**src/rtl/const_defines.svh**
```systemverilog
// Codebase-wide AHB bus widths shared by the arbiter slice and its bus interface.
`ifndef CONST_DEFINES_SVH
`define CONST_DEFINES_SVH

`define AHB_ADDR_WIDTH 32
`define AHB_DATA_WIDTH 32

`endif

```
**src/rtl/ahb_pkg.sv**
```systemverilog
// Shared types and constants for the two-requester AHB arbiter.
package ahb_pkg;

    localparam int unsigned NUM_REQ = 2;

    typedef enum logic [1:0] {
        IDLE = 2'd0,
        ADDR = 2'd1,
        DATA = 2'd2,
        RESP = 2'd3
    } arb_state_e;

endpackage

```
**src/rtl/ahb_arbiter_if.sv**
```systemverilog
// AHB-side bus of the arbiter: the master modport drives address/data phase, the slave answers.
`include "const_defines.svh"

interface ahb_arbiter_if #(
    parameter int unsigned AW = `AHB_ADDR_WIDTH,
    parameter int unsigned DW = `AHB_DATA_WIDTH
);

    logic          hsel;
    logic          hwrite;
    logic [AW-1:0] haddr_m2s;
    logic [DW-1:0] hdata_m2s;
    logic          hready;
    logic          hresp;
    logic [DW-1:0] hrdata;

    modport master (
        output hsel,
        output hwrite,
        output haddr_m2s,
        output hdata_m2s,
        input  hready,
        input  hresp,
        input  hrdata
    );

    modport slave (
        input  hsel,
        input  hwrite,
        input  haddr_m2s,
        input  hdata_m2s,
        output hready,
        output hresp,
        output hrdata
    );

endinterface

```
**src/rtl/ahb_arb_pick.sv**
```systemverilog
// Winner select for two requesters: fixed priority (req0 first) by default,
// round-robin with a one-bit favour pointer when AHB_ARB_RR_EN is defined.
module ahb_arb_pick
    import ahb_pkg::*;
(
    input  logic               clk,
    input  logic               rstn,
    input  logic [NUM_REQ-1:0] valid,
    input  logic               advance,
    input  logic               grant,
    output logic               win,
    output logic               any_valid
);

    assign any_valid = |valid;

`ifdef AHB_ARB_RR_EN
    logic ptr;

    // Pointer moves away from whoever was just served, so a tie alternates.
    always_ff @(posedge clk or negedge rstn) begin
        if (!rstn) begin
            ptr <= 1'b0;
        end else if (advance) begin
            ptr <= ~grant;
        end
    end

    always_comb begin
        win = 1'b0;
        if (valid[0] && valid[1]) begin
            win = ptr;
        end else if (valid[1]) begin
            win = 1'b1;
        end
    end
`else
    logic unused_rr;
    assign unused_rr = ^{clk, rstn, advance, grant};

    always_comb begin
        win = 1'b0;
        if (!valid[0] && valid[1]) begin
            win = 1'b1;
        end
    end
`endif

endmodule

```
**src/rtl/ahb_arbiter.sv**
```systemverilog
// Two-requester, single-outstanding AHB master arbiter (IDLE/ADDR/DATA/RESP).
// Define AHB_ARB_RR_EN for round-robin arbitration instead of fixed priority.
`include "const_defines.svh"

module ahb_arbiter
    import ahb_pkg::*;
#(
    parameter int unsigned AW = `AHB_ADDR_WIDTH,
    parameter int unsigned DW = `AHB_DATA_WIDTH
) (
    input  logic            clk,
    input  logic            rstn,

    input  logic            req0_valid,
    input  logic            req0_write,
    input  logic [AW-1:0]   req0_addr,
    input  logic [DW-1:0]   req0_wdata,
    output logic            req0_done,

    input  logic            req1_valid,
    input  logic            req1_write,
    input  logic [AW-1:0]   req1_addr,
    input  logic [DW-1:0]   req1_wdata,
    output logic            req1_done,

    output logic [DW-1:0]   rsp_rdata,
    output logic            rsp_err,

    ahb_arbiter_if.master   bus
);

    arb_state_e         state;
    arb_state_e         state_nxt;

    logic               lat_write;
    logic [AW-1:0]      lat_addr;
    logic [DW-1:0]      lat_wdata;
    logic               grant;

    logic [NUM_REQ-1:0] valid;
    logic               win;
    logic               any_valid;
    logic               take;
    logic               capture;

    assign valid   = {req1_valid, req0_valid};
    assign take    = (state == IDLE) && any_valid;
    assign capture = (state == DATA) && bus.hready;

    ahb_arb_pick u_pick (
        .clk       (clk),
        .rstn      (rstn),
        .valid     (valid),
        .advance   (state == RESP),
        .grant     (grant),
        .win       (win),
        .any_valid (any_valid)
    );

    always_ff @(posedge clk or negedge rstn) begin
        if (!rstn) begin
            state     <= IDLE;
            lat_write <= 1'b0;
            lat_addr  <= '0;
            lat_wdata <= '0;
            grant     <= 1'b0;
            rsp_rdata <= '0;
            rsp_err   <= 1'b0;
        end else begin
            state <= state_nxt;
            // Request fields are frozen from arbitration until the RESP cycle ends.
            if (take) begin
                grant     <= win;
                lat_write <= win ? req1_write : req0_write;
                lat_addr  <= win ? req1_addr  : req0_addr;
                lat_wdata <= win ? req1_wdata : req0_wdata;
            end
            if (capture) begin
                rsp_rdata <= lat_write ? '0 : bus.hrdata;
                rsp_err   <= bus.hresp;
            end
        end
    end

    always_comb begin
        state_nxt     = state;
        bus.hsel      = 1'b0;
        bus.hwrite    = 1'b0;
        bus.haddr_m2s = '0;
        bus.hdata_m2s = '0;
        req0_done     = 1'b0;
        req1_done     = 1'b0;
        unique case (state)
            IDLE: begin
                if (any_valid) begin
                    state_nxt = ADDR;
                end
            end
            ADDR: begin
                bus.hsel      = 1'b1;
                bus.hwrite    = lat_write;
                bus.haddr_m2s = lat_addr;
                state_nxt     = DATA;
            end
            DATA: begin
                if (lat_write) begin
                    bus.hdata_m2s = lat_wdata;
                end
                if (bus.hready) begin
                    state_nxt = RESP;
                end
            end
            RESP: begin
                req0_done = ~grant;
                req1_done = grant;
                state_nxt = IDLE;
            end
            default: begin
                state_nxt = IDLE;
            end
        endcase
    end

endmodule

```
**src/flat_wrapper.sv**
```systemverilog
// flat-port wrapper written by rule: the top's interface ports become plain ports
module ahb_arbiter_flat import ahb_pkg::*;
#(
    parameter int unsigned AW = `AHB_ADDR_WIDTH,
    parameter int unsigned DW = `AHB_DATA_WIDTH
)
  (clk, rstn, req0_valid, req0_write, req0_addr, req0_wdata, req0_done, req1_valid, req1_write, req1_addr, req1_wdata, req1_done, rsp_rdata, rsp_err, bus_hsel, bus_hwrite, bus_haddr_m2s, bus_hdata_m2s, bus_hready, bus_hresp, bus_hrdata);
  ahb_arbiter_if #(.AW(AW), .DW(DW)) bus_i ();
  input  logic clk;
  input  logic rstn;
  input  logic req0_valid;
  input  logic req0_write;
  input  logic [AW-1:0] req0_addr;
  input  logic [DW-1:0] req0_wdata;
  output logic req0_done;
  input  logic req1_valid;
  input  logic req1_write;
  input  logic [AW-1:0] req1_addr;
  input  logic [DW-1:0] req1_wdata;
  output logic req1_done;
  output logic [DW-1:0] rsp_rdata;
  output logic rsp_err;
  output wire logic [$bits(bus_i.hsel)-1:0] bus_hsel;
  output wire logic [$bits(bus_i.hwrite)-1:0] bus_hwrite;
  output wire logic [$bits(bus_i.haddr_m2s)-1:0] bus_haddr_m2s;
  output wire logic [$bits(bus_i.hdata_m2s)-1:0] bus_hdata_m2s;
  input wire logic [$bits(bus_i.hready)-1:0] bus_hready;
  input wire logic [$bits(bus_i.hresp)-1:0] bus_hresp;
  input wire logic [$bits(bus_i.hrdata)-1:0] bus_hrdata;
  assign bus_hsel = bus_i.hsel;
  assign bus_hwrite = bus_i.hwrite;
  assign bus_haddr_m2s = bus_i.haddr_m2s;
  assign bus_hdata_m2s = bus_i.hdata_m2s;
  assign bus_i.hready = bus_hready;
  assign bus_i.hresp = bus_hresp;
  assign bus_i.hrdata = bus_hrdata;
  ahb_arbiter #(.AW(AW), .DW(DW)) u_core (.clk(clk), .rstn(rstn), .req0_valid(req0_valid), .req0_write(req0_write), .req0_addr(req0_addr), .req0_wdata(req0_wdata), .req0_done(req0_done), .req1_valid(req1_valid), .req1_write(req1_write), .req1_addr(req1_addr), .req1_wdata(req1_wdata), .req1_done(req1_done), .rsp_rdata(rsp_rdata), .rsp_err(rsp_err), .bus(bus_i));
endmodule
```
**config.mk**
```make
export PLATFORM = sky130hd
export DESIGN_NAME = ahb_arbiter_flat
export DESIGN_NICKNAME = d
export VERILOG_FILES = /design/src/rtl/ahb_pkg.sv /design/src/rtl/ahb_arbiter_if.sv /design/src/rtl/ahb_arb_pick.sv /design/src/rtl/ahb_arbiter.sv /design/src/flat_wrapper.sv
export VERILOG_INCLUDE_DIRS = /design/src /design/src/rtl
export SDC_FILE = /design/constraint.sdc
export NUM_CORES = 1
export LEC_CHECK = 0
export BUFFER_PORTS_ARGS = -buffer_cell sky130_fd_sc_hd__buf_2
export CAP_MARGIN = 15
export CORE_ASPECT_RATIO = 1.25
export CORE_MARGIN = 2
export CORE_UTILIZATION = 41
export CTS_CLUSTER_DIAMETER = 150
export DETAILED_ROUTE_END_ITERATION = 12
export PLACE_DENSITY = 0.81
export SLEW_MARGIN = 40
export SYNTH_ARGS = -nofsm -noshare
export SYNTH_HDL_FRONTEND = slang
export SYNTH_SLANG_ARGS = --single-unit
```
**constraint.sdc**
```tcl
create_clock -name clk -period 1.53 [get_ports clk]
set_input_delay 0.0765 -clock clk [delete_from_list [all_inputs] [get_ports clk]]
set_output_delay 0.0765 -clock clk [all_outputs]
set_load 0.05 [all_outputs]
```
==> results.cfg <==
[cells_and_area]
drive_above_1_share = 0.364
final_nets = 1159
area_delta_synth_final_pct = 76.8
stdcell_area_um2 = 9090
post-route-util = 0.744
final_cells = 1160
fillerInstances = 763

[cts]
cts_tree = yes
cts_buffers = 9
clkSinkCount = 101
ctsHtreeMaxLevel = 3
root_buffer = clkbuf_16
cts_buffer_depth = 2
path_clk_slew_ns = 0.07
clock_latency_ns = 0.34

[logic_synthesis]
synth_area_leaders = dfrtp_1 49%, nand3_1 18%, nand2_1 7.5%, and2_1 4.3%, and3_1 3.9%
ys_warn_count = 0
syn_area_um2 = 5140
synth.largest_area_cell = dfrtp_1
ys_types = 21
synth.top_cell.area_share = 0.492
netlist_top_cells_count = 180 x nand3_1, 103 x nand2_1, 101 x dfrtp_1
synthMostInstantiatedCell = nand3_1
postSynth.asyncResetShare = 1.00
yosys_most_used_dff = dfrtp_1
synth_cells = 595
ys_seq_area_frac = 0.492
synth_edf_count = 0
syn_nets = 767
ys_ff_latch = 101
avgSynthCellArea_um2 = 8.64

[setup_path]
path_class = reg2out
r2r_setup_slack_ns = 0
end_kind = output pin
critPathMaxStageDelay_ns = 0.39
required_ns = 1.45
crit_chain = inv_2 -> ha_4 -> buf_16 -> and3_1 -> buf_6
cp_top_family = buffers and inverters
crit_path_end = bus_hdata_m2s[22]
path_depth = 5
crit_arrival_ns = 1.57
crit_fanout = 16
r2r_start = u_core.state[1]$_DFFE_PN0P_
reg2reg_to = u_core.lat_addr[11]$_DFFE_PN0P_
path_buf_inv = 3
critPathSlowestCell = dfrtp_1
start_kind = flop
r2r_cells = 7
crit_start = u_core.state[0]$_DFFE_PN0P_

[pwr]
switching_share = 0.470
p_clk_frac = 0.151
leakage_uw = 0.00456
internal_power_uw = 8920
p_switching_uw = 7910
powerDensity_nw_per_um2 = 1850
vdd_ir_drop_max_uv = 1160
pwr-share-seq = 0.273
finalPower_uw = 16800
p_comb_frac = 0.576

[floorplanning]
initial_utilization = 0.421
dieArea_um2 = 13500
fp.dieH_um = 129
core_area_um2 = 12200
rows = 45
die_width_um = 104
ios = 269

[run_status]
violations = setup timing
status = finished, violations left

[global_routing]
grt_usage = 0.311
grt_max_degree = 66
grt_pass1_vias = 6550
antenna_found_initial = 2
grt_pass1_wl_mm = 33.2
grt_overflow = 0

[hold_path]
hp-class = in2reg

[placement]
place_area_um2 = 6620
placedCellCount = 987
place_ws_ns = -0.0150
hpwl_mm = 10.8
port_buffers = 268
place.gp.congestion = 0.841

[sta]
slew_headroom = 0.649
fin_skew_ns = 0.00920
finalMaxSlewViolations = 0
fmax_mhz = 607
post-route-period-util = 1.08
setup_viol = 65
layout_setup_ws_ns = -0.118
tightest_slew_ns = 0.526
rsz0062_at_grt = true
timing.final.hold_violations = 0
fin_crit_ns = 1.65

[detailed_routing]
first_pass_iters = 6
drcViolationCount = 0
vias_per_cell = 5.54
antenna_left = 0
vias = 6431
routed_wirelength_mm = 22.1
wire_per_inst_um = 19.0
first_iter_violations = 470

[job]
maxCapViolations = 0
==> cells in the final DEF, fill, tap and decap left out, types with 23 or more instances in the layout <==
cell type,netlist,layout
buf_6,16,56
dlygate4sd3_1,0,145
nand2b_1,32,32
nand3_1,180,180
nand2_1,103,102
dfrtp_1,101,101
buf_2,15,199
and3_1,32,23
o21ai_0,32,31
and2_2,0,29
==> sequential cells by signal, indices dropped and copies added (netlist names) <==
signal	flops
u_core.lat_addr	32
u_core.lat_wdata	32
u_core.rsp_rdata	32
u_core.state	2
u_core.grant	1
u_core.lat_write	1
u_core.rsp_err	1
==> worst reg2reg max path: stages (launching register included) <==
cell	delay, ns
dfrtp_1	0.44
inv_2	0.10
buf_4	0.11
ha_4	0.23
o21ai_4	0.11
buf_4	0.20
nand2_1	0.11
nand3_1	0.11
==> logic make-up after synthesis <==
group,after synthesis,synth area share
compound gates,41,0.0450
fa+ha+maj,4,0.00974
buf+inv,59,0.0716
flops,101,0.492
mux,2,0.00438
simple gates,388,0.378
==> how the worst min path moves through the flow <==
stage	startpoint	end	depth (start not counted)
floorplan	rstn	u_core.grant$_DFFE_PN0P_	0
global placement	rstn	u_core.rsp_rdata[11]$_DFFE_PN0P_	2
detailed placement	rstn	u_core.rsp_rdata[11]$_DFFE_PN0P_	2
CTS	req0_addr[28]	u_core.lat_addr[28]$_DFFE_PN0P_	3
global route	req0_wdata[7]	u_core.lat_wdata[7]$_DFFE_PN0P_	3
finish	bus_hrdata[25]	u_core.rsp_rdata[25]$_DFFE_PN0P_	3
==> per-stage QoR <==
stage	hold WS, ns	TNS, ns
floorplan	-0.219	0
global placement	0.101	0
detailed placement	0.0994	-0.0717
CTS	0.000181	-4.98
global route	0.00520	-9.54
finish	0.00675	-4.82
==> per-layer routing <==
layer / global-route usage / up-vias / routed length, µm
met1: 0.334 / 3026 / 7500
met5: 0 / - / 0
met4: 0.194 / 0 / 1310
met2: 0.555 / 494 / 11400
li1: - / 2799 / -
met3: 0.0744 / 112 / 1920
==> power by group through the flow <==
stage          Clock, µW  Sequential (µW)  Combinational (µW)
2_1_floorplan          0             5610                4780
3_3_place_gp           0             4510                7780
3_5_place_dp           0             4530                7900
4_1_cts             2570             4500                9070
5_1_grt             2700             4710               10300
6_report            2530             4600                9700
==> final cells by class <==
type                       instances  area [µm²]  share of cell area
tap                              164         205              0.0226
antenna                            4        10.0             0.00110
sequential                       101        2530               0.278
multi-input combinational        435        2390               0.263
clock buffer                      10         239              0.0263
inverter                           2        7.51            0.000826
clock inverter                     6        91.3              0.0101
timing repair buffer             438        3620               0.398
==> timing repair <==
action / in CTS / in global routing
endpoints found under the hold margin: 188 / 1
setup buffers: 4 / 1
hold buffers: 144 / 1
endpoints found under the setup margin: 98 / 124
cloned: 1 / 2
gates resized for setup: 145 / 26
pin swaps: 0 / 0
Power figures use the tool's default switching activity.
